<file path="config.mk">
export PLATFORM = sky130hd
export DESIGN_NAME = param_mux_scan
export DESIGN_NICKNAME = d
export VERILOG_FILES = /design/src/rtl/param_mux_scan_pkg.sv /design/src/rtl/param_mux_scan_prescaler.sv /design/src/rtl/param_mux_scan.sv
export SDC_FILE = /design/constraint.sdc
export NUM_CORES = 1
export LEC_CHECK = 0
export CORE_MARGIN = 2
export CORE_UTILIZATION = 29
export CTS_CLUSTER_DIAMETER = 120
export CTS_CLUSTER_SIZE = 10
export DETAILED_ROUTE_END_ITERATION = 16
export SLEW_MARGIN = 15
export SYNTH_ARGS = -nofsm -noshare
export SYNTH_HDL_FRONTEND = slang
export SYNTH_SLANG_ARGS = --single-unit
</file>
<file path="constraint.sdc">
create_clock -name clk -period 2.8 [get_ports clk]
set_clock_uncertainty 0.15 [all_clocks]
set_input_delay 0.56 -clock clk [delete_from_list [all_inputs] [get_ports clk]]
set_output_delay 0.56 -clock clk [all_outputs]
set_load 0.005 [all_outputs]
</file>
<file path="src/rtl/param_mux_scan_pkg.sv">
// Shared encodings and helpers for the registered channel multiplexer.
// Imported by the prescaler, the top level and the bench.
package param_mux_scan_pkg;

  typedef enum logic [1:0] {
    S_MANUAL = 2'd0,
    S_SCAN   = 2'd1,
    S_FROZEN = 2'd2
  } state_e;

  localparam logic MODE_MANUAL = 1'b0;
  localparam logic MODE_SCAN   = 1'b1;

  function automatic int clog2(input int v);
    int r;
    r = 0;
    while ((1 << r) < v) r++;
    return r;
  endfunction

endpackage

</file>
<file path="src/rtl/param_mux_scan_prescaler.sv">
// Scan prescaler: counts 0..SCAN_PERIOD-1 while enabled and
// strobes tick on the terminal count, then wraps to zero.
module scan_prescaler
  import param_mux_scan_pkg::*;
#(
  parameter int SCAN_PERIOD = 50000
) (
  input  logic clk,
  input  logic rst,
  input  logic clear,
  input  logic enable,
  output logic tick
);

  localparam int PW = clog2(SCAN_PERIOD) + 1;
  localparam logic [PW-1:0] TERM = PW'(SCAN_PERIOD - 1);

  logic [PW-1:0] cnt_q, cnt_d;

  assign tick = enable && (cnt_q == TERM);

  always_comb begin
    cnt_d = cnt_q;
    if (clear)
      cnt_d = '0;
    else if (enable)
      cnt_d = tick ? '0 : cnt_q + PW'(1);
  end

  always_ff @(posedge clk) begin
    if (!rst) cnt_q <= '0;
    else      cnt_q <= cnt_d;
  end

endmodule

</file>
<file path="src/rtl/param_mux_scan.sv">
// N-to-1 registered channel multiplexer with manual select,
// rotating scan and freeze; data and index are registered together.
module param_mux_scan
  import param_mux_scan_pkg::*;
#(
  parameter  int WIDTH       = 4,
  parameter  int CHANNELS    = 4,
  parameter  int SCAN_PERIOD = 50000,
  localparam int SEL_W       = clog2(CHANNELS)
) (
  input  logic                      clk,
  input  logic                      rst,
  input  logic [CHANNELS*WIDTH-1:0] in_bus,
  input  logic [SEL_W-1:0]          sel,
  input  logic                      mode,
  input  logic                      hold,
  output logic [WIDTH-1:0]          data_out,
  output logic [SEL_W-1:0]          chan_out,
  output logic [CHANNELS-1:0]       chan_onehot,
  output logic                      tick
);

  localparam logic [SEL_W-1:0] LAST = SEL_W'(CHANNELS - 1);

  state_e              state_q, state_d;
  logic [SEL_W-1:0]    chan_q, chan_d;
  logic [WIDTH-1:0]    data_q;
  logic [CHANNELS-1:0] onehot_q;
  logic                tick_q;
  logic                entering, scanning, adv;

  always_comb begin
    state_d = state_q;
    unique case (1'b1)
      hold:                        state_d = S_FROZEN;
      (!hold && mode == MODE_SCAN):   state_d = S_SCAN;
      (!hold && mode == MODE_MANUAL): state_d = S_MANUAL;
      default: ;
    endcase
  end

  // Any entry into scan restarts the prescaler from zero.
  assign entering = (state_d == S_SCAN) && (state_q != S_SCAN);
  assign scanning = (state_d == S_SCAN) && (state_q == S_SCAN);

  scan_prescaler #(
    .SCAN_PERIOD(SCAN_PERIOD)
  ) u_pre (
    .clk   (clk),
    .rst   (rst),
    .clear (entering),
    .enable(scanning),
    .tick  (adv)
  );

  always_comb begin
    chan_d = chan_q;
    if (state_d == S_MANUAL) begin
      if (int'(sel) < CHANNELS)
        chan_d = sel;
    end else if (adv) begin
      chan_d = (chan_q == LAST) ? '0 : chan_q + SEL_W'(1);
    end
  end

  always_ff @(posedge clk) begin
    if (!rst) begin
      state_q  <= S_MANUAL;
      chan_q   <= '0;
      data_q   <= '0;
      onehot_q <= '0;
      tick_q   <= 1'b0;
    end else begin
      state_q  <= state_d;
      chan_q   <= chan_d;
      data_q   <= in_bus[int'(chan_d)*WIDTH +: WIDTH];
      onehot_q <= CHANNELS'(1) << chan_d;
      tick_q   <= adv;
    end
  end

  assign data_out    = data_q;
  assign chan_out    = chan_q;
  assign chan_onehot = onehot_q;
  assign tick        = tick_q;

endmodule
</file>
==> impl_metrics.py <==
metrics = {
    "timing": {
        "setup_viol": 0,
        "period_minus_slack_ps": 2660,
        "fin_crit_sh_pct": 94.9,
        "tightest_slew_ps": 328,
        "relSlewSlack_pct": 77.8,
        "hold_violations_final": 0,
        "drv_slew": 0,
        "grt_setup_unrepaired": "no",
        "fmax_ghz": 0.376,
    },
    "worst_setup_path": {
        "timing_worst_setup_path_type": "flop to flop",
        "rrSetupSlack_ps": 140,
        "critPathRequiredTime_ps": 2810,
        "timing.critical_path.to_type": "flop",
        "critPathMaxStageDelay_ps": 540,
        "r2r.worst_path.cells": 6,
        "r2r_start": "u_pre.cnt_q[12]",
        "cpMostUsedCell": "sky130_fd_sc_hd__or4_4",
        "cp.arrival_ps": 2670,
        "cpMaxStageDelayCell": "sky130_fd_sc_hd__or4_4",
        "timing.critical_path.cells": "or4b_1 > or4_4 > or4_4 > o211ai_2 > mux2i_1 > o22ai_1",
        "critical_path.reg2reg.endpoint": "data_out[2]",
        "critical_path_peak_fanout": 5,
        "timing.critical_path.from_type": "flop",
    },
    "clock_network": {
        "htree_num_levels": 2,
        "tritoncts": "done",
        "cts.reportedPaths.clkPinSlew_ps": 70,
        "insertion_delay_ps": 280,
        "setup_repair_bufs_after_cts": 0,
        "tritoncts_sinks": 30,
        "clock_tree.root_cell": "sky130_fd_sc_hd__clkbuf_8",
        "cts_hold_buffers_added": 0,
        "cts-buffers-inserted": 5,
        "cts.path.max_buffers": 2,
    },
    "placement": {
        "dp.final_hpwl_mm": 2.19,
        "buffer_ports.inserted": 32,
        "placer_congestion_estimate": 0.706,
    },
    "finish": {
        "layout-drive-gt1-share_pct": 12.1,
        "antenna_cells_inserted": 0,
        "finish.utilization_pct": 43.3,
        "layout-area-overhead-vs-synth_pct": 42.0,
        "design.final.nets": 213,
    },
    "die": {
        "floorplan.io_pins": 33,
        "die-height_um": 72.1,
        "dieWidth_um": 72.1,
        "floorplan.die_area_mm2": 0.00520,
        "coreArea_mm2": 0.00441,
        "start_util_pct": 30.5,
        "fp-row-count": 24,
    },
    "hold_path": {
        "hold_class": "flop to flop",
        "min_delay_path_depth": 2,
        "min_from": "u_pre.cnt_q[1]",
        "hold-path-endpoint": "u_pre.cnt_q[1]",
    },
    "route": {
        "drt_pre_antenna_iters": 4,
        "drtAntennaViolNets": 0,
        "wire_length_per_cell_um": 12.2,
        "detail_route.vias_per_cell": 4.72,
        "route.top_layer_used": "met4",
        "detailedRoute.firstIterationViolations": 44,
        "detailroute.wirelength.met3_um": 174,
        "finalWirelength_mm": 2.95,
        "route.vias.total": 1143,
        "drt_drc_violations_left": 0,
        "detail_route.wirelength.met1_mm": 1.32,
        "routed-wl-met2_mm": 1.41,
    },
    "flow_run": {
        "max-cap-violations": 0,
    },
    "status": {
        "outcome": "complete, no violations",
    },
    "synth": {
        "sequential_fraction_of_the_synthesis_area_pct": 44.7,
        "synth_nets": 168,
        "synthCells": 144,
        "count_of_warnings_emitted_by_yosys": 0,
        "syn-cell-area_mm2": 0.00135,
        "postSynthAreaPerCell_um2": 9.34,
        "synthDistinctLibCells": 35,
        "synth_seq_cells": 30,
    },
    "global_routing": {
        "grt_max_degree": 16,
        "grt_remaining_overflow": 0,
        "grt_pass1_vias": 1156,
        "initial_antenna_violation_count": 0,
        "gr_util_all_layers_pct": 12.4,
        "first_pass_grt_wire_length_mm": 4.98,
    },
    "power_and_ir_drop": {
        "total_power_mw": 0.980,
        "power_density_over_the_cells_mw_per_mm2": 513,
        "cellLeakagePower_nw": 0.693,
        "irDropWorstVdd_mv": 0.217,
    },
}
area by class of cell:
type	instances	area, um^2
clock buffers	7	76.3
fillers	428	2500
flip-flops and latches	30	601
inverters	5	18.8
repair buffers	41	400
multi-input cells	106	718
clock inverters	1	30.0
well taps	52	65.1
power by group:
group	internal [mW]	total (mW)	switching, mW
combinational	0.0713	0.110	0.0391
sequential	0.440	0.445	0.00534
clock	0.266	0.425	0.159
total	0.777	0.980	0.203
layout by cell type, fill, tap and decap left out, types with 3 or more instances in the layout:
| cell type | instances |
|---|---|
| sky130_fd_sc_hd__inv_1 | 5 |
| sky130_fd_sc_hd__dfxtp_1 | 30 |
| sky130_fd_sc_hd__o22ai_1 | 5 |
| sky130_fd_sc_hd__clkbuf_8 | 5 |
| sky130_fd_sc_hd__and2_1 | 4 |
| sky130_fd_sc_hd__o21ai_0 | 3 |
| sky130_fd_sc_hd__buf_4 | 8 |
| sky130_fd_sc_hd__xnor2_1 | 7 |
| sky130_fd_sc_hd__nand3_1 | 8 |
| sky130_fd_sc_hd__nand2_1 | 9 |
| sky130_fd_sc_hd__nor2_1 | 22 |
| sky130_fd_sc_hd__nor2b_1 | 5 |
| sky130_fd_sc_hd__xor2_1 | 7 |
| sky130_fd_sc_hd__mux2i_1 | 9 |
| sky130_fd_sc_hd__clkdlybuf4s50_1 | 32 |
through the flow:
step,setup WS [ps],std cells,cell area (um^2),hold WS [ps],setup TNS (ps)
6_report,144,242,1910,336,0
5_1_grt,27.9,242,1910,390,0
4_1_cts,64.6,241,1890,339,0
3_5_place_dp,-238,233,1780,330,-1420
3_3_place_gp,-158,233,1780,328,-926
2_1_floorplan,127,144,1350,314,0
kinds of logic (layout without fill, tap and decap cells):
kind of cell	Yosys count	count (layout)	synth area share, %
and+or+nand+nor	67	67	26.9
DFF	30	30	44.7
xor gates and xnor gates	14	14	9.12
AOI/OAI and AO/OA	13	14	7.44
muxes	9	9	6.70
buffers and inverters	9	54	3.35
adders and majority gates	2	2	1.86
how the worst max path moves through the flow:
stage                     from           to  slack (ps)  depth (start not counted)
3_5_place_dp              mode  data_out[2]        -240                          8
6_report       u_pre.cnt_q[12]  data_out[2]         140                          6
4_1_cts                   mode  data_out[0]          60                          8
2_1_floorplan             hold  data_out[0]         130                          7
5_1_grt        u_pre.cnt_q[12]  data_out[3]          30                          6
3_3_place_gp              mode  data_out[0]        -160                          8
registers in the layout, indices dropped and copies added, names as in the netlist:
name and cells:
chan_onehot 4, state_q 2, u_pre.cnt_q 17, data_out 4, chan_out 2, tick 1
routing by layer:
layer  track usage (%)  vias up
met2              20.7       37
li1                  -      582
met3              4.31        5
met5                 0        -
met1              14.0      519
met4              6.08        0
cell usage after synthesis, drive strengths merged:
library cell,instances,area share (%)
dfxtp,30,45
nor2,22,6.1
mux2i,9,6.7
nand2,9,2.5
nand3,8,3.0
xnor2,7,4.6
xor2,7,4.6
inv,5,1.4
nor2b,5,2.3
o22ai,5,2.3
and2,4,1.9
o21ai,3,1.1
and3,2,0.93
buf,2,1.4
clkbuf,2,0.56
ha,2,1.9
nand3b,2,1.1
nand4,2,0.93
nor3,2,1.1
nor3b,2,1.1
or4,2,1.7
a21o,1,0.56
a21oi,1,0.37
a31oi,1,0.93
and4,1,0.65
nand2b,1,0.47
nor4b,1,0.65
nor4bb,1,0.74
o211ai,1,1.6
o21a,1,0.56
or2,1,0.47
or3,1,0.47
or4b,1,0.74
critical path: cells and delay by family (launching register included):
kind | cells | cell delay, ps
compound gates | 2 | 260
flops | 1 | 340
mux | 1 | 240
simple gates | 3 | 1540
what timing repair did:
action	4_1_cts	5_1_grt
gates resized for setup	0	1
endpoints found under the setup margin	0	4
endpoints found under the hold margin	0	0
Power figures use the tool's default switching activity.
